$ cat src/rtl/dpm_pkg.sv
// ============================================================================
// Module   : dpm_pkg
// Purpose  : Shared size codes, sequencer state type and beat helpers for the
//            DPM data-path operand sequencer.
// Revision : 1.0 - initial release
// ============================================================================
`default_nettype none

package dpm_pkg;

  // Operand size codes; byte count of an operand is 2**code.
  localparam logic [1:0] SZ_BYTE = 2'd0;
  localparam logic [1:0] SZ_WORD = 2'd1;
  localparam logic [1:0] SZ_LONG = 2'd2;
  localparam logic [1:0] SZ_QUAD = 2'd3;

  typedef enum logic [0:0] {
    IDLE = 1'b0,
    RUN  = 1'b1
  } dseq_state_t;

  // Per-beat size: an operand never moves more than one bus width per beat.
  function automatic logic [1:0] clamp_size(input logic [1:0] code,
                                            input logic [1:0] bus_lg);
    return (code > bus_lg) ? bus_lg : code;
  endfunction

  // Index of the final beat (beat count minus one) for an operand size.
  function automatic logic [2:0] last_beat_idx(input logic [1:0] code,
                                               input logic [1:0] bus_lg);
    logic [2:0] idx;
    idx = 3'd0;
    if (code > bus_lg) begin
      idx = (3'd1 << (code - bus_lg)) - 3'd1;
    end
    return idx;
  endfunction

endpackage

`default_nettype wire

$ cat src/rtl/dsize_dec.sv
// ============================================================================
// Module   : dsize_dec
// Purpose  : Combinational DSIZE priority select and ISIZE decode from the
//            micro-op fields and the IRD latches.
// Revision : 1.0 - initial release
// ============================================================================
`default_nettype none

module dsize_dec
  import dpm_pkg::*;
(
  input  logic [1:0] dtype_h,
  input  logic [1:0] lit_h,
  input  logic       istrm_h,
  input  logic       long_lit_l,
  input  logic       msrc_xb_h,
  input  logic [1:0] dsize_lat_h,
  input  logic [1:0] disp_isize_h,
  output logic [1:0] code_h,
  output logic [1:0] isize_h
);

  logic w_force;
  logic w_unused_lit;

  // Only LIT bit 0 takes part in the force condition.
  assign w_unused_lit = lit_h[1];

  // An I-stream fetch through the XB without literal bit 0 forces the size
  // to follow the displacement ISIZE instead of the micro-op data type.
  assign w_force = msrc_xb_h & istrm_h & ~lit_h[0];

  // Size select in priority order: forced, long literal, latched, data type.
  always_comb begin
    code_h = SZ_BYTE;
    if (w_force) begin
      code_h = {&disp_isize_h, ~disp_isize_h[0]};
    end else if (!long_lit_l) begin
      code_h = SZ_LONG;
    end else if (dtype_h == 2'd3) begin
      code_h = dsize_lat_h;
    end else begin
      code_h = dtype_h;
    end
  end

  // ISIZE passes the displacement size through unless forced, where it is
  // rebuilt from the data type (or the latched size for type 3).
  always_comb begin
    isize_h = disp_isize_h;
    if (w_force) begin
      case (dtype_h)
        2'd0:    isize_h = 2'd1;
        2'd1:    isize_h = 2'd2;
        2'd2:    isize_h = 2'd3;
        default: isize_h = {dsize_lat_h != 2'd0, dsize_lat_h != 2'd1};
      endcase
    end
  end

endmodule

`default_nettype wire

$ cat src/rtl/dsize_seq.sv
// ============================================================================
// Module   : dsize_seq
// Purpose  : Registered operand-size decode and multi-beat transfer sequencer.
//            Splits operands wider than the bus into aligned beats with a
//            beat handshake, flush, and back-to-back operand acceptance.
// Config   : DSEQ_ISTRM_CNT_EN - enables the saturating I-stream byte counter;
//            when undefined istrm_bytes_h is tied to zero.
// Revision : 1.0 - initial release
// ============================================================================
`default_nettype none

module dsize_seq
  import dpm_pkg::*;
#(
  parameter int BUS_LG = 2,
  parameter int CNT_W  = 8
) (
  input  logic             clk,
  input  logic             reset_h,
  input  logic             uop_valid_h,
  output logic             ready_h,
  input  logic [1:0]       dtype_h,
  input  logic [1:0]       lit_h,
  input  logic             istrm_h,
  input  logic             long_lit_l,
  input  logic             msrc_xb_h,
  input  logic [1:0]       dsize_lat_h,
  input  logic [1:0]       disp_isize_h,
  input  logic             beat_ack_h,
  input  logic             flush_h,
  output logic             beat_valid_h,
  output logic [1:0]       dsize_h,
  output logic [1:0]       op_dsize_h,
  output logic [5:0]       byte_off_h,
  output logic             last_beat_h,
  output logic [1:0]       isize_l,
  output logic [CNT_W-1:0] istrm_bytes_h
);

  localparam logic [1:0] c_bus_lg    = 2'(BUS_LG);
  localparam logic [5:0] c_beat_step = 6'(1 << BUS_LG);

  dseq_state_t r_state;
  dseq_state_t w_state_nxt;

  logic [1:0]  w_code;
  logic [1:0]  w_isize;
  logic        w_kill;
  logic        w_accept;
  logic        w_step;

  logic [1:0]  r_dsize;
  logic [1:0]  r_op_dsize;
  logic [5:0]  r_byte_off;
  logic        r_last;
  logic [1:0]  r_isize;
  logic [2:0]  r_beat;
  logic [2:0]  r_beat_last;

  dsize_dec u_dec (
    .dtype_h      (dtype_h),
    .lit_h        (lit_h),
    .istrm_h      (istrm_h),
    .long_lit_l   (long_lit_l),
    .msrc_xb_h    (msrc_xb_h),
    .dsize_lat_h  (dsize_lat_h),
    .disp_isize_h (disp_isize_h),
    .code_h       (w_code),
    .isize_h      (w_isize)
  );

  // Reset and flush both abort the operand; flush just keeps the counter
  // semantics identical to reset.
  assign w_kill = reset_h | flush_h;

  // Next state, readiness and beat advance; a kill overrides everything.
  always_comb begin
    w_state_nxt = r_state;
    ready_h     = 1'b0;
    w_step      = 1'b0;
    w_accept    = 1'b0;
    if (w_kill) begin
      w_state_nxt = IDLE;
    end else begin
      case (r_state)
        IDLE: begin
          ready_h = 1'b1;
          if (uop_valid_h) begin
            w_state_nxt = RUN;
          end
        end
        RUN: begin
          if (beat_ack_h) begin
            if (r_last) begin
              // Final beat taken: a new operand may start in the same cycle.
              ready_h     = 1'b1;
              w_state_nxt = uop_valid_h ? RUN : IDLE;
            end else begin
              w_step = 1'b1;
            end
          end
        end
        default: w_state_nxt = IDLE;
      endcase
      w_accept = ready_h & uop_valid_h;
    end
  end

  // Sequencer state register.
  always_ff @(posedge clk) begin
    if (reset_h) begin
      r_state <= IDLE;
    end else begin
      r_state <= w_state_nxt;
    end
  end

  // Beat datapath: load the decode on accept, step the offset on each ack.
  always_ff @(posedge clk) begin
    if (w_kill) begin
      r_dsize     <= SZ_BYTE;
      r_op_dsize  <= SZ_BYTE;
      r_byte_off  <= 6'd0;
      r_last      <= 1'b0;
      r_isize     <= 2'd0;
      r_beat      <= 3'd0;
      r_beat_last <= 3'd0;
    end else if (w_accept) begin
      r_dsize     <= clamp_size(w_code, c_bus_lg);
      r_op_dsize  <= w_code;
      r_byte_off  <= 6'd0;
      r_last      <= (last_beat_idx(w_code, c_bus_lg) == 3'd0);
      r_isize     <= w_isize;
      r_beat      <= 3'd0;
      r_beat_last <= last_beat_idx(w_code, c_bus_lg);
    end else if (w_step) begin
      r_byte_off  <= r_byte_off + c_beat_step;
      r_beat      <= r_beat + 3'd1;
      r_last      <= ((r_beat + 3'd1) == r_beat_last);
    end
  end

  assign beat_valid_h = (r_state == RUN);
  assign dsize_h      = r_dsize;
  assign op_dsize_h   = r_op_dsize;
  assign byte_off_h   = r_byte_off;
  assign last_beat_h  = r_last;
  assign isize_l      = ~r_isize;

`ifdef DSEQ_ISTRM_CNT_EN
  logic [CNT_W-1:0] r_istrm_cnt;
  logic [CNT_W:0]   w_cnt_sum;

  assign w_cnt_sum = {1'b0, r_istrm_cnt} + {{(CNT_W-1){1'b0}}, w_isize};

  // Saturating count of I-stream bytes over accepted micro-ops.
  always_ff @(posedge clk) begin
    if (w_kill) begin
      r_istrm_cnt <= '0;
    end else if (w_accept && istrm_h) begin
      r_istrm_cnt <= w_cnt_sum[CNT_W] ? {CNT_W{1'b1}} : w_cnt_sum[CNT_W-1:0];
    end
  end

  assign istrm_bytes_h = r_istrm_cnt;
`else
  assign istrm_bytes_h = '0;
`endif

endmodule

`default_nettype wire

$ cat config.mk
export PLATFORM = sky130hd
export DESIGN_NAME = dsize_seq
export DESIGN_NICKNAME = d
export VERILOG_FILES = /design/src/rtl/dpm_pkg.sv /design/src/rtl/dsize_dec.sv /design/src/rtl/dsize_seq.sv
export SDC_FILE = /design/constraint.sdc
export NUM_CORES = 1
export LEC_CHECK = 0
export ABC_AREA = 1
export CAP_MARGIN = 40
export CORE_MARGIN = 8
export CORE_UTILIZATION = 25
export DETAILED_ROUTE_END_ITERATION = 12
export PLACE_DENSITY_LB_ADDON = 0.3
export REMOVE_ABC_BUFFERS = 1
export SETUP_SLACK_MARGIN = 0.3
export SLEW_MARGIN = 20
export SYNTH_ARGS = -nofsm -noshare
export SYNTH_HDL_FRONTEND = slang
export SYNTH_SLANG_ARGS = --single-unit
$ cat constraint.sdc
create_clock -name clk -period 3.7 [get_ports clk]
set_clock_uncertainty 0.1 [all_clocks]
set_input_delay 0.74 -clock clk [delete_from_list [all_inputs] [get_ports clk]]
set_output_delay 0.74 -clock clk [all_outputs]
set_load 0.02 [all_outputs]
# Word level (Yosys, flattened, before mapping)
# Index checks and enable logic that the tools add are counted.
# classes
addsub,4
n_lt_le_gt_ge,1
n_eq_ne,5
shift,1
mux,25
n_bitwise,8
n_reduce_logical,7
# op_table
cell,count
2-to-1 mux 1 bit,14
2-to-1 mux 2 bit,5
2-to-1 mux 3 bit,3
adder 6 x 3 -> 6 bit (second input constant),1
case mux 2 bit (3 select lines),1
== test 2 bit (second input constant),2
case mux 1 bit (2 select lines),2
nonzero test 2 bit,2
OR reduction 2 bit,2
adder 3 x 1 -> 3 bit (second input constant),1
AND 1 bit,3
== test 3 bit,1
zero test 3 bit,1
NOT 1 bit,3
left shift 1 x 2 -> 3 bit (first input constant),1
subtractor 3 x 1 -> 3 bit (second input constant),1
== test 2 x 1 -> 1 bit (second input constant),1
> comparator 2 bit (second input constant),1
zero test 2 bit,1
!= test 2 x 1 -> 1 bit (second input constant),1
NOT 2 bit,1
AND reduction 2 bit,1
subtractor 2 bit (second input constant),1
OR 1 bit,1
# word_totals
regBits,20
input_bits,16
output_inout_bits,23
elab_cells,59

# Depth between registers and ports, before layout
# depth
ltp_word,12
depth_mapped,11
mapped_depth_nobuf,11

# Modules after synthesis
# Synthesis repeated with hierarchy kept, for this count alone.
# unflattened
hier_cells,153
hier_area_um2,1098.6
# modules_own_cells
module,n_inst,cells_each,area_each_um2,seq_area_each_um2
dsize_seq,1,118,917.1,360.3
dsize_dec,1,35,181.4,0.0

# Worst setup path after synthesis
# OpenSTA, ideal clock, no wires.
# synth_path
path_type,in2reg
start,input dtype_h[0]
end,register r_beat_last[1]
setup_time_ns,0.121
arrival_ns,1.747
t_required_ns,3.479
slack_ns,1.732
cell_stages,10
n_path_buf,0
cell_sequence,ha_1 > nand2_1 > nand3_1 > a21oi_1 > inv_1 > nand2_1 > inv_1 > ha_1 > nand2_1 > o21ai_0
# synth_via
elab_chain_len,8
word_cells_on_any_way,9
classes_between,2 x add/sub; 1 x order compare; 1 x eq/ne; 1 x shift; 4 x mux
# synth_lines
element,line,text
from (decl),dsize_seq.sv:22,"input logic [1:0] dtype_h,"
== test 2 bit,dsize_dec.sv:40,end else if (dtype_h == 2'd3) begin
2-to-1 mux 2 bit *,dsize_dec.sv:40,
2-to-1 mux 2 bit *,dsize_dec.sv:38,end else if (!long_lit_l) begin
2-to-1 mux 2 bit *,dsize_dec.sv:36,if (w_force) begin
subtractor 2 bit,dpm_pkg.sv:34,idx = (3'd1 << (code - bus_lg)) - 3'd1;
left shift 1 x 2 -> 3 bit,dpm_pkg.sv:34,
subtractor 3 x 1 -> 3 bit,dpm_pkg.sv:34,
2-to-1 mux 3 bit *,dpm_pkg.sv:33,if (code > bus_lg) begin
to (signal assigned),dsize_seq.sv:135,"r_beat_last <= last_beat_idx(w_code, c_bus_lg);"
to (decl),dsize_seq.sv:58,logic [2:0] r_beat_last;
# Every way passes the cells marked *; elsewhere a longest branch is shown, timed or not.
# A chain may end at the register's enable or synchronous reset.

# Final worst setup path
# layout_path
start,input beat_ack_h
end,output ready_h
# layout_via
elab_chain_len,4
# layout_lines
element,line,text
from (decl),dsize_seq.sv:29,"input logic beat_ack_h,"
2-to-1 mux 1 bit,dsize_seq.sv:93,if (beat_ack_h) begin
case mux 1 bit (2 select lines),dsize_seq.sv:85,case (r_state)
2-to-1 mux 1 bit (2 in a row),dsize_seq.sv:82,if (w_kill) begin
to (decl),dsize_seq.sv:21,"output logic ready_h,"
# No other way between the ends. The select of a mux whose other input is x is not followed.

==> results.sh <==
export IMPL_die_w_um=80.9
export IMPL_postCtsResizedCells=0
export IMPL_cts_root_buf="clkbuf_8"
export IMPL_cts_setup_buffers=0
export IMPL_path_delay_family="buffers and inverters"
export IMPL_ys_types=22
export IMPL_p_leak_nw=0.648
export IMPL_antenna_found_initial=0
export IMPL_via_per_inst=4.02
export IMPL_cts_tree="yes"
export IMPL_ys_seq_area_share_pct=34.2
export IMPL_min_delay_path_class="reg2reg"
export IMPL_grt_pass1_vias=931
export IMPL_synth_area_um2=1050
export IMPL_synth_cells=152
export IMPL_wl_per_cell_um=9.30
export IMPL_cts_inserted_buffers=3
export IMPL_wirelength_um=2160
export IMPL_cp_common_cell="nand2_1"
export IMPL_drive_gt1_share_pct=7.14
export IMPL_synth_seq_cells=18
export IMPL_clock_path_buffers=2
export IMPL_route_vias_total=933
export IMPL_syn_avg_cell_area_um2=6.92
export IMPL_std_cell_rows=23
export IMPL_crit_type="in2out"
export IMPL_cts_sink_count=18
export IMPL_rsz0062_at_grt="false"
export IMPL_hold_viol=0
export IMPL_cpMaxStageDelayCell="clkdlybuf4s50_1"
export IMPL_drv_cap=0
export IMPL_drt_iter0_markers=23
export IMPL_area_growth_pct=32.9
export IMPL_cp_buffers_inverters=3
export IMPL_coreArea_um2=4030
export IMPL_max_freq_mhz=338
export IMPL_track_usage_pct=7.38
export IMPL_ctsHoldBuffers=0
export IMPL_clk_latency_ps=250
export IMPL_ios=39
export IMPL_drv_slew=0
export IMPL_postPlaceCellArea_um2=1340
export IMPL_finalCriticalPeriod_ps=2960
export IMPL_setup_tns_final_ps=0
export IMPL_dieArea_um2=6540
export IMPL_ant_nets=0
export IMPL_total_power_w=0.000430
export IMPL_crit_path_end_kind="output pin"
export IMPL_path_max_fanout=3
export IMPL_grt_remaining_overflow=0
export IMPL_finalCritPeriodShare_pct=79.9
export IMPL_outcome="finished clean"
export IMPL_final_area_um2=1400
export IMPL_dieHeight_um=80.9
export IMPL_critPathMaxStageDelay_ps=590
export IMPL_portBuffers=27
export IMPL_grt_pass1_wl_um=3920
export IMPL_p_per_area_nw_per_um2=308
export IMPL_ys_warnings_count=0
export IMPL_crit_required_ps=2860
export IMPL_htree_levels=1
export IMPL_start_kind="input pin"
export IMPL_irDropWorstVdd_mv=0.285
export IMPL_start_util_pct=26.1
export IMPL_nNetsFinal=205
export IMPL_setup_viol=0
export IMPL_dpl_hpwl_um=1740
export IMPL_drc=0
export IMPL_drt_first_pass_iters=4
export IMPL_cp_arrival_ps=2120
export IMPL_worstPathCellList="clkdlybuf4s50_1 > nand2_1 > nand2_1 > nand2_1 > inv_1 > clkdlybuf4s50_1"
export IMPL_gp_congestion=0.702
export IMPL_clkSlewWorstSetupHoldPaths_ps=60
export IMPL_grt_start_max_net_pins=11
export IMPL_antenna_cells=0
[area by class of cell]
type / instances / area [um2]
fillers: 435 / 2630
multi-input cells: 106 / 547
inverters: 27 / 104
well taps: 50 / 62.6
clock buffers: 4 / 55.1
repair buffers: 27 / 270
flip-flops and latches: 18 / 360
[cells in the mapped netlist (all sizes together)]
| library cell | instances | area, um2 |
|---|---|---|
| o221ai | 1 | 8.76 |
| a21oi | 10 | 50.1 |
| o21a | 1 | 7.51 |
| o21ai | 8 | 40.0 |
| nand3 | 9 | 50.1 |
| nor2 | 7 | 60.1 |
| buf | 10 | 75.1 |
| inv | 27 | 104 |
| conb | 1 | 3.75 |
| nand2 | 52 | 205 |
| dfxtp | 18 | 360 |
| ha | 6 | 75.1 |
| nand4 | 2 | 12.5 |
[through the flow]
stage	hold WS, ps	worst slack [ps]	std cells	utilization (%)
floorplan	326	1730	151	-
global route	371	675	232	34.7
detailed placement	341	746	228	33.4
global placement	343	745	228	33.4
finish	352	743	232	34.7
CTS	356	739	232	34.7
[worst register-to-register path, cell delays in order (launching register included)]
cell and delay (ps):
dfxtp_1 340, ha_1 320, inv_1 70, nand2_1 50
nand2_1 50, nand2_1 40, nor2_1 90, nand2_1 70
nand2_1 50, nand2_1 50, nand2_1 50
[layer usage]
layer | up-vias | share of wire, % | wire length [um] | GRT usage, %
met5 | - | 0 | 0 | 0
met4 | 0 | 0.51 | 11 | 1.61
met3 | 2 | 9.7 | 209 | 3.64
met2 | 26 | 45 | 977 | 12.8
met1 | 396 | 44 | 959 | 7.94
li1 | 509 | - | - | -
[cell families (layout without fill, tap and decap cells)]
group	Yosys count	after routing	synth area share [%]
fa+ha+maj	6	6	7.13
other cells	1	10	0.356
simple gates	70	70	31.2
buf+inv	37	58	17.0
compound gates	20	20	10.1
flops	18	18	34.2
[state kept, by name (all words and copies together) (netlist names)]
register	flops
r_beat_last	3
r_isize	2
dsize_h	2
r_beat	3
beat_valid_h	1
last_beat_h	1
op_dsize_h	2
byte_off_h	4
[path summary, 6_finish.rpt]
check,from,end,slack [ps],cells past startpoint
worst max-delay path,beat_ack_h,ready_h,740,6
worst min-delay path,op_dsize_h[1],op_dsize_h[1],350,2
worst max register to register,r_beat[0],last_beat_h,2370,10
worst min register to register,op_dsize_h[1],op_dsize_h[1],350,2
[cell usage in the layout (no fill, tap or decap), types with 2 or more instances in the layout]
cell type        instances
o21ai_0                  6
dfxtp_1                 18
inv_1                   25
conb_1                  10
clkdlybuf4s50_1         27
o21ai_1                  2
nand3_1                  8
nand2_1                 50
nor2_4                   2
nor2_1                   3
a21oi_1                 10
nand4_1                  2
ha_1                     6
clkbuf_8                 4
[power breakdown]
group | internal, W | switching, W | leakage (nW) | total [W]
Clock | 0.0000944 | 0.0000632 | 0.0288 | 0.000158
Sequential | 0.000198 | 0.00000236 | 0.146 | 0.000200
Combinational | 0.0000303 | 0.0000424 | 0.473 | 0.0000726
Power figures use the tool's default switching activity.
